## src/rtl/cpu_pkg.sv

```systemverilog
// Types and constants shared by the fetch stage, the decoder and the ALU.
package cpu_pkg;

  localparam int PC_W_DEF      = 10;
  localparam int LUT_IDX_W_DEF = 4;
  localparam int PC_RST        = 0;

  typedef enum logic [1:0] {
    IDLE = 2'd0,
    RUN  = 2'd1,
    HALT = 2'd2
  } fetch_state_t;

  typedef enum logic [3:0] {
    ALU_ADD  = 4'd0,
    ALU_SUB  = 4'd1,
    ALU_AND  = 4'd2,
    ALU_OR   = 4'd3,
    ALU_XOR  = 4'd4,
    ALU_SHL  = 4'd5,
    ALU_SHR  = 4'd6,
    ALU_CMP  = 4'd7,
    ALU_PASS = 4'd8
  } alu_op_t;

endpackage

```

## src/rtl/branch_lut.sv

```systemverilog
// Branch/jump target table: async-cleared register file, one sync write, one comb read.
module branch_lut #(
  parameter int IDX_W  = 4,
  parameter int DATA_W = 10
) (
  input  logic              clk,
  input  logic              rst_n,
  input  logic              we_i,
  input  logic [IDX_W-1:0]  waddr_i,
  input  logic [DATA_W-1:0] wdata_i,
  input  logic [IDX_W-1:0]  raddr_i,
  output logic [DATA_W-1:0] rdata_o
);

  localparam int DEPTH = 1 << IDX_W;

  logic [DEPTH-1:0][DATA_W-1:0] mem_q;

  always_ff @(posedge clk or negedge rst_n) begin
    if (!rst_n)    mem_q <= '0;
    else if (we_i) mem_q[waddr_i] <= wdata_i;
  end

  // Read sees the pre-edge contents, so a same-edge write is only visible next cycle.
  assign rdata_o = mem_q[raddr_i];

endmodule

```

## src/rtl/fetch_ctrl.sv

```systemverilog
// Program counter, carry flag and start/halt sequencing downstream of the ALU.
module fetch_ctrl
  import cpu_pkg::*;
#(
  parameter int PC_W      = PC_W_DEF,
  parameter int LUT_IDX_W = LUT_IDX_W_DEF
) (
  input  logic                 clk,
  input  logic                 rst_n,
  input  logic                 start,
  input  logic                 halt_req,
  input  logic                 jump_en,
  input  logic                 branch_en,
  input  logic                 branchFlag,
  input  logic [LUT_IDX_W-1:0] target_idx,
  input  logic                 carry_we,
  input  logic                 carry_in,
  output logic                 carry_q,
  input  logic                 lut_we,
  input  logic [LUT_IDX_W-1:0] lut_waddr,
  input  logic [PC_W-1:0]      lut_wdata,
  output logic [PC_W-1:0]      pc,
  output logic                 busy,
  output logic                 done
);

  fetch_state_t    state_q, state_d;
  logic [PC_W-1:0] pc_q, pc_d, lut_rdata;
  logic            carry_r, carry_d;
  logic            busy_q, busy_d, done_q, done_d;

  branch_lut #(.IDX_W(LUT_IDX_W), .DATA_W(PC_W)) u_lut (
    .clk     (clk),
    .rst_n   (rst_n),
    .we_i    (lut_we),
    .waddr_i (lut_waddr),
    .wdata_i (lut_wdata),
    .raddr_i (target_idx),
    .rdata_o (lut_rdata)
  );

  always_ff @(posedge clk or negedge rst_n) begin
    if (!rst_n) begin
      state_q <= IDLE;
      pc_q    <= PC_W'(PC_RST);
      carry_r <= 1'b0;
      busy_q  <= 1'b0;
      done_q  <= 1'b0;
    end else begin
      state_q <= state_d;
      pc_q    <= pc_d;
      carry_r <= carry_d;
      busy_q  <= busy_d;
      done_q  <= done_d;
    end
  end

  always_comb begin
    state_d = state_q;
    pc_d    = pc_q;
    carry_d = carry_r;
    case (state_q)
      IDLE, HALT: begin
        if (start) begin
          state_d = RUN;
          pc_d    = PC_W'(PC_RST);
          carry_d = 1'b0;
        end
      end
      RUN: begin
        // Carry commits even on the HALT instruction itself.
        if (carry_we) carry_d = carry_in;
        if (halt_req)                              state_d = HALT;
        else if (jump_en || (branch_en && branchFlag)) pc_d = lut_rdata;
        else                                       pc_d = pc_q + PC_W'(1);
      end
      default: state_d = IDLE;
    endcase
    busy_d = (state_d == RUN);
    done_d = (state_d == HALT);
  end

  assign pc      = pc_q;
  assign carry_q = carry_r;
  assign busy    = busy_q;
  assign done    = done_q;

endmodule

```

## config.mk

```make
export PLATFORM = sky130hd
export DESIGN_NAME = fetch_ctrl
export DESIGN_NICKNAME = d
export VERILOG_FILES = /design/src/rtl/cpu_pkg.sv /design/src/rtl/branch_lut.sv /design/src/rtl/fetch_ctrl.sv
export SDC_FILE = /design/constraint.sdc
export NUM_CORES = 1
export LEC_CHECK = 0
export CORE_ASPECT_RATIO = 1.1
export CORE_MARGIN = 1.5
export CORE_UTILIZATION = 51
export DETAILED_ROUTE_END_ITERATION = 7
export HOLD_SLACK_MARGIN = 0.15
export PLACE_DENSITY = 0.75
export SETUP_SLACK_MARGIN = 0.05
export SLEW_MARGIN = 10
export SYNTH_ARGS = -nofsm -noshare
export SYNTH_HDL_FRONTEND = slang
export SYNTH_SLANG_ARGS = --single-unit
```

## constraint.sdc

```tcl
create_clock -name clk -period 2 [get_ports clk]
set_input_delay 0.2 -clock clk [delete_from_list [all_inputs] [get_ports clk]]
set_output_delay 0.2 -clock clk [all_outputs]
set_load 0.005 [all_outputs]
```

== Word level (Yosys, flattened, before mapping) ==
Cells that the tools add are included.
Storage, ports and cells
  output and inout port bits: 13
  flip-flop bits (word level): 175
  input bits: 28
  word-level logic and storage cells: 55
Operators by class
  reduce and logical (&&, ||, !) cells: 8
  add/sub/neg operators: 1
  magnitude comparators: 3
  mux-type cells: 15
  equal/unequal tests: 7
Operators with widths (number)
  bitwise mux 160 bit: 1
  2-to-1 mux 10 bit: 5
  binary-select mux 10 bit (select 4 bit): 1
  demux 10 bit (select 4 bit): 1
  case mux 10 bit (2 select lines): 1
  adder 10 x 1 -> 10 bit (second input constant): 1
  less-than comparator 4 x 5 -> 1 bit (second input constant): 2
  != test 2 bit (second input constant): 3
  AND reduction 3 bit: 2
  equality test 2 x 1 -> 1 bit (second input constant): 2
  equality test 2 bit (second input constant): 2
  greater-or-equal comparator 4 x 1 -> 1 bit (second input constant): 1
  2-to-1 mux 2 bit: 2
  case mux 2 bit (2 select lines): 1
  logical AND 1 bit: 2
  logical NOT 2 bit: 1
  2-to-1 mux 1 bit: 2
  case mux 1 bit (2 select lines): 1
  nonzero test 2 bit: 1
  OR reduction 2 bit: 1
  logical OR 1 bit: 1

== Logic depth before layout (Yosys ltp) ==
  word-level depth: 5
  depth in mapped cells: 6
  mapped depth without buffers: 5

== Cells and area by module ==
Synthesis repeated with hierarchy kept, for this count alone.
Second synthesis, totals
  cells, all modules: 536
  area, all modules: 8100.3 µm²
By module, submodules not included
  branch_lut: cells an instance 449, sequential area each 4003.8 µm², times used 1, area each 7285.7 µm²
  fetch_ctrl: cells an instance 87, sequential area each 375.4 µm², times used 1, area each 814.5 µm²

== Least setup slack after synthesis ==
Ideal clock, no wire load.
  path kind: reg2reg
  start: reg u_lut.mem_q[35] in the netlist's numbering
  end: reg pc_q[5], in the netlist pc[5]
  arrival: 1.629 ns
  clock period less this slack: 1.753 ns
  library setup time: 0.124 ns
  buffers on the path: 0
  slack: 0.247 ns
  required time: 1.876 ns
  stages on the path, launching flop included: 5
  cells stage by stage: dfrtp_1 mux4_1 mux4_2 and2_0 a211o_1
On the way
  cells in the longest elaborated chain, start to end: 5
RTL lines
  start: declaration: line branch_lut.sv:17  | logic [DEPTH-1:0][DATA_W-1:0] mem_q;
  start signal: indexed assignment: line branch_lut.sv:21  | else if (we_i) mem_q[waddr_i] <= wdata_i;
  binary-select mux 10 bit (select 4 bit): line branch_lut.sv:25  | assign rdata_o = mem_q[raddr_i];
  2-to-1 mux 10 bit (not written as such): line branch_lut.sv:25
  2-to-1 mux 10 bit: line fetch_ctrl.sv:74  | else if (jump_en || (branch_en && branchFlag)) pc_d = lut_rdata;
  2-to-1 mux 10 bit: line fetch_ctrl.sv:73  | if (halt_req) state_d = HALT;
  case mux 10 bit (2 select lines): line fetch_ctrl.sv:62  | case (state_q)
  end signal: assignment: line fetch_ctrl.sv:45  | pc_q <= PC_W'(PC_RST);
  end signal: assignment: line fetch_ctrl.sv:51  | pc_q <= pc_d;
  end: declaration: line fetch_ctrl.sv:28  | logic [PC_W-1:0] pc_q, pc_d, lut_rdata;
Every way passes these cells. The select of a mux whose other input is x is not followed.
A chain may end at the register's enable or synchronous reset.

== Final worst setup path ==
  start: reg u_lut.mem_q[95] in the netlist's numbering
  end: reg pc_q[5], in the netlist pc[5]
The elaborated chain is that of the path after synthesis.

==> metrics.cfg <==
[detailed_routing]
ant_nets = 0
met2_length_um = 9540
drt-met1-wl_um = 8150
drc_errors = 0
drt_iter0_markers = 527
drt-total-wl_um = 19300
wire_per_inst_um = 23.1
first_pass_iters = 5
via_per_inst = 6.18
route.met3.wl_um = 953
dr_total_vias = 5168
highest_layer = met4

[place]
dp_hpwl_um = 12900
io_buffers = 40
globalplace.congestion = 0.898

[worst_setup_path]
crit_type = flop to flop
worstPathMaxFanout = 2
worstReg2RegStart = u_lut.mem_q[95]$_DFFE_PN0P_
crit_required_ps = 2310
worstSetupEndpointType = flop
r2r_cells = 4
crit_start = u_lut.mem_q[95]$_DFFE_PN0P_
critPathArrivalTime_ps = 2230
path_cells = mux4_1 > mux4_2 > and2_1 > a211o_1
max_stage_delay_ps = 510
slowest_stage = mux4_2
worstSetupStartpointType = flop

[logic_synthesis]
synthArstFlopShare = 1.00
synth-simple-area-share = 0.0488
yosys.area.top_type = dfrtp_1
yosysMostFrequentCell = dfrtp_1
synth_largest_type_area_fraction = 0.542
ys.flop_type = dfrtp_1
synth.net_count = 572
seq_area_frac_synth = 0.542
synth_seq_cells = 175
synthCells = 543
syn_area_per_cell_sq_um = 14.9
muxShareOfSynthArea = 0.353
synth_warnings = 0
synth.distinct_cells = 41
synth.cell_area_sq_um = 8080
synth-xor-area-share = 0
synthTopCellsByArea = dfrtp_1, mux2_2, mux4_2, mux2i_1, mux4_1
synth_fa_ha_area_frac = 0.00155
synth_edf_count = 0
synthTopCellsByCount = dfrtp_1, mux2_2, mux4_2
synth_top_family_by_area = multiplexers
synth_compound_area_frac = 0.0358

[global_routing]
grtUsageTotal = 0.255
grt_pass1_wl_um = 30900
grt_max_degree = 55
antenna_found_initial = 0
grt_pass1_vias = 5367
grt.overflow.total = 0

[clock_tree]
clk_latency_ps = 430
cts.path.max_buffers = 2
numCtsBuffers = 17
clock-root-buffer = clkbuf_16
cts_tree = done
cts_htree_levels = 4
clock_sinks = 175
cts.reportedPaths.clkPinSlew_ps = 60

[floorplanning]
rows = 48
die_w_um = 123
core_area_sq_um = 15600
ios = 41
chipHeight_um = 135
start_util = 0.517
die_area_sq_um = 16600

[power_and_ir_drop]
ir_drop_uv = 733
leakagePower_nw = 4.18
powerDensity_nw_per_um2 = 1010
total_power_w = 0.00977

[sta]
maxSlewHeadroom = 0.581
worst_pin_slew_ps = 626
setup_viol_count_final = 0
hold_ws_ps = 290
rsz0062_at_grt = false
drv_slew = 0
fin_worst_skew_ps = 15.2
min_period_over_period = 0.957
hold_viol = 0
max_freq_ghz = 0.523
period_minus_slack_ps = 1910

[layout]
syn2layout_area_growth_pct = 20.1
nets = 656
antenna_cells = 0
final_layout_size_suffix_gt1_frac = 0.450
n_fill_cell = 1141

[job]
cap_violations = 0

[status]
status = finished clean

[hold_path]
hold_path.class = primary input to async pin

-- final cells by class --
class | count | area, sq um | area share
inverters | 5 | 18.8 | 0.00193
clock buffers | 22 | 474 | 0.0489
flip-flops and latches | 175 | 4380 | 0.451
well taps | 200 | 250 | 0.0258
clock inverters | 6 | 38.8 | 0.00400
multi-input cells | 333 | 3540 | 0.365
repair buffers | 95 | 1000 | 0.103
-- power breakdown --
| part | total (W) | leakage [nW] | switching (W) | internal [W] |
|---|---|---|---|---|
| sequential | 0.00485 | 2.16 | 0.000490 | 0.00436 |
| clock | 0.00294 | 0.250 | 0.00129 | 0.00165 |
| combinational | 0.00198 | 1.77 | 0.000722 | 0.00126 |
| total | 0.00977 | 4.18 | 0.00250 | 0.00727 |
-- path summary, 6_finish.rpt --
path	to	slack (ps)
hold reg to reg	u_lut.mem_q[55]$_DFFE_PN0P_	500
setup / recovery	pc[5]$_DFFE_PN0P_	90
min in group clk	carry_q$_DFFE_PN0P_	410
setup reg to reg	pc[5]$_DFFE_PN0P_	90
hold / removal	pc[6]$_DFFE_PN0P_	290
max in group asynchronous	u_lut.mem_q[37]$_DFFE_PN0P_	950
-- per-stage QoR --
stage	instances	utilization	TNS [ps]	setup slack [ps]	cell area (sq um)
floorplan	543	-	0	247	8080
global placement	805	0.587	-1120	-167	9170
detailed placement	805	0.587	-1580	-248	9170
CTS	834	0.621	0	55.3	9690
global route	836	0.621	0	58.0	9700
finish	836	0.621	0	86.7	9700
-- routing by layer --
metal | global-route usage | vias to the layer above
li1 | - | 2218
met1 | 0.346 | 2738
met2 | 0.399 | 169
met3 | 0.0481 | 43
met4 | 0.117 | 0
met5 | 0 | -
-- state kept, by name (all words and copies together), names as in the netlist --
signal	count
done	1
busy	1
u_lut.mem_q	160
carry_q	1
pc	10
state_q	2
-- cells by family after synthesis --
group                      Yosys count
AOI/OAI and AO/OA                   40
adders and majority gates            1
buffers and inverters               35
DFF                                175
muxes                              216
and+or+nand+nor                     76
-- cells in the final DEF, fill, tap and decap left out, types with 6 or more instances in the layout --
cell type	netlist	routed
dfrtp_1	175	175
buf_4	2	39
nand3b_1	6	6
nor2_1	23	23
clkbuf_16	0	17
mux4_2	33	34
o21ai_0	9	9
nand2_1	13	13
clkdlybuf4s50_1	0	38
mux2i_1	11	11
buf_12	0	15
mux2_2	168	168
-- worst max-delay path, delay by kind of cell (launching register included) --
family             cells  cell delay [ps]
and+or+nand+nor        1              190
AOI/OAI and AO/OA      1              220
DFF                    1              380
muxes                  2             1010
-- repair_timing --
item | in CTS | in global routing
hold endpoints to repair | 51 | 0
gates resized for setup | 0 | 2
setup buffers | 0 | 2
endpoints found under the setup margin | 0 | 2
hold buffers | 1 | 0
No activity file was read; power rests on OpenSTA's default activity.
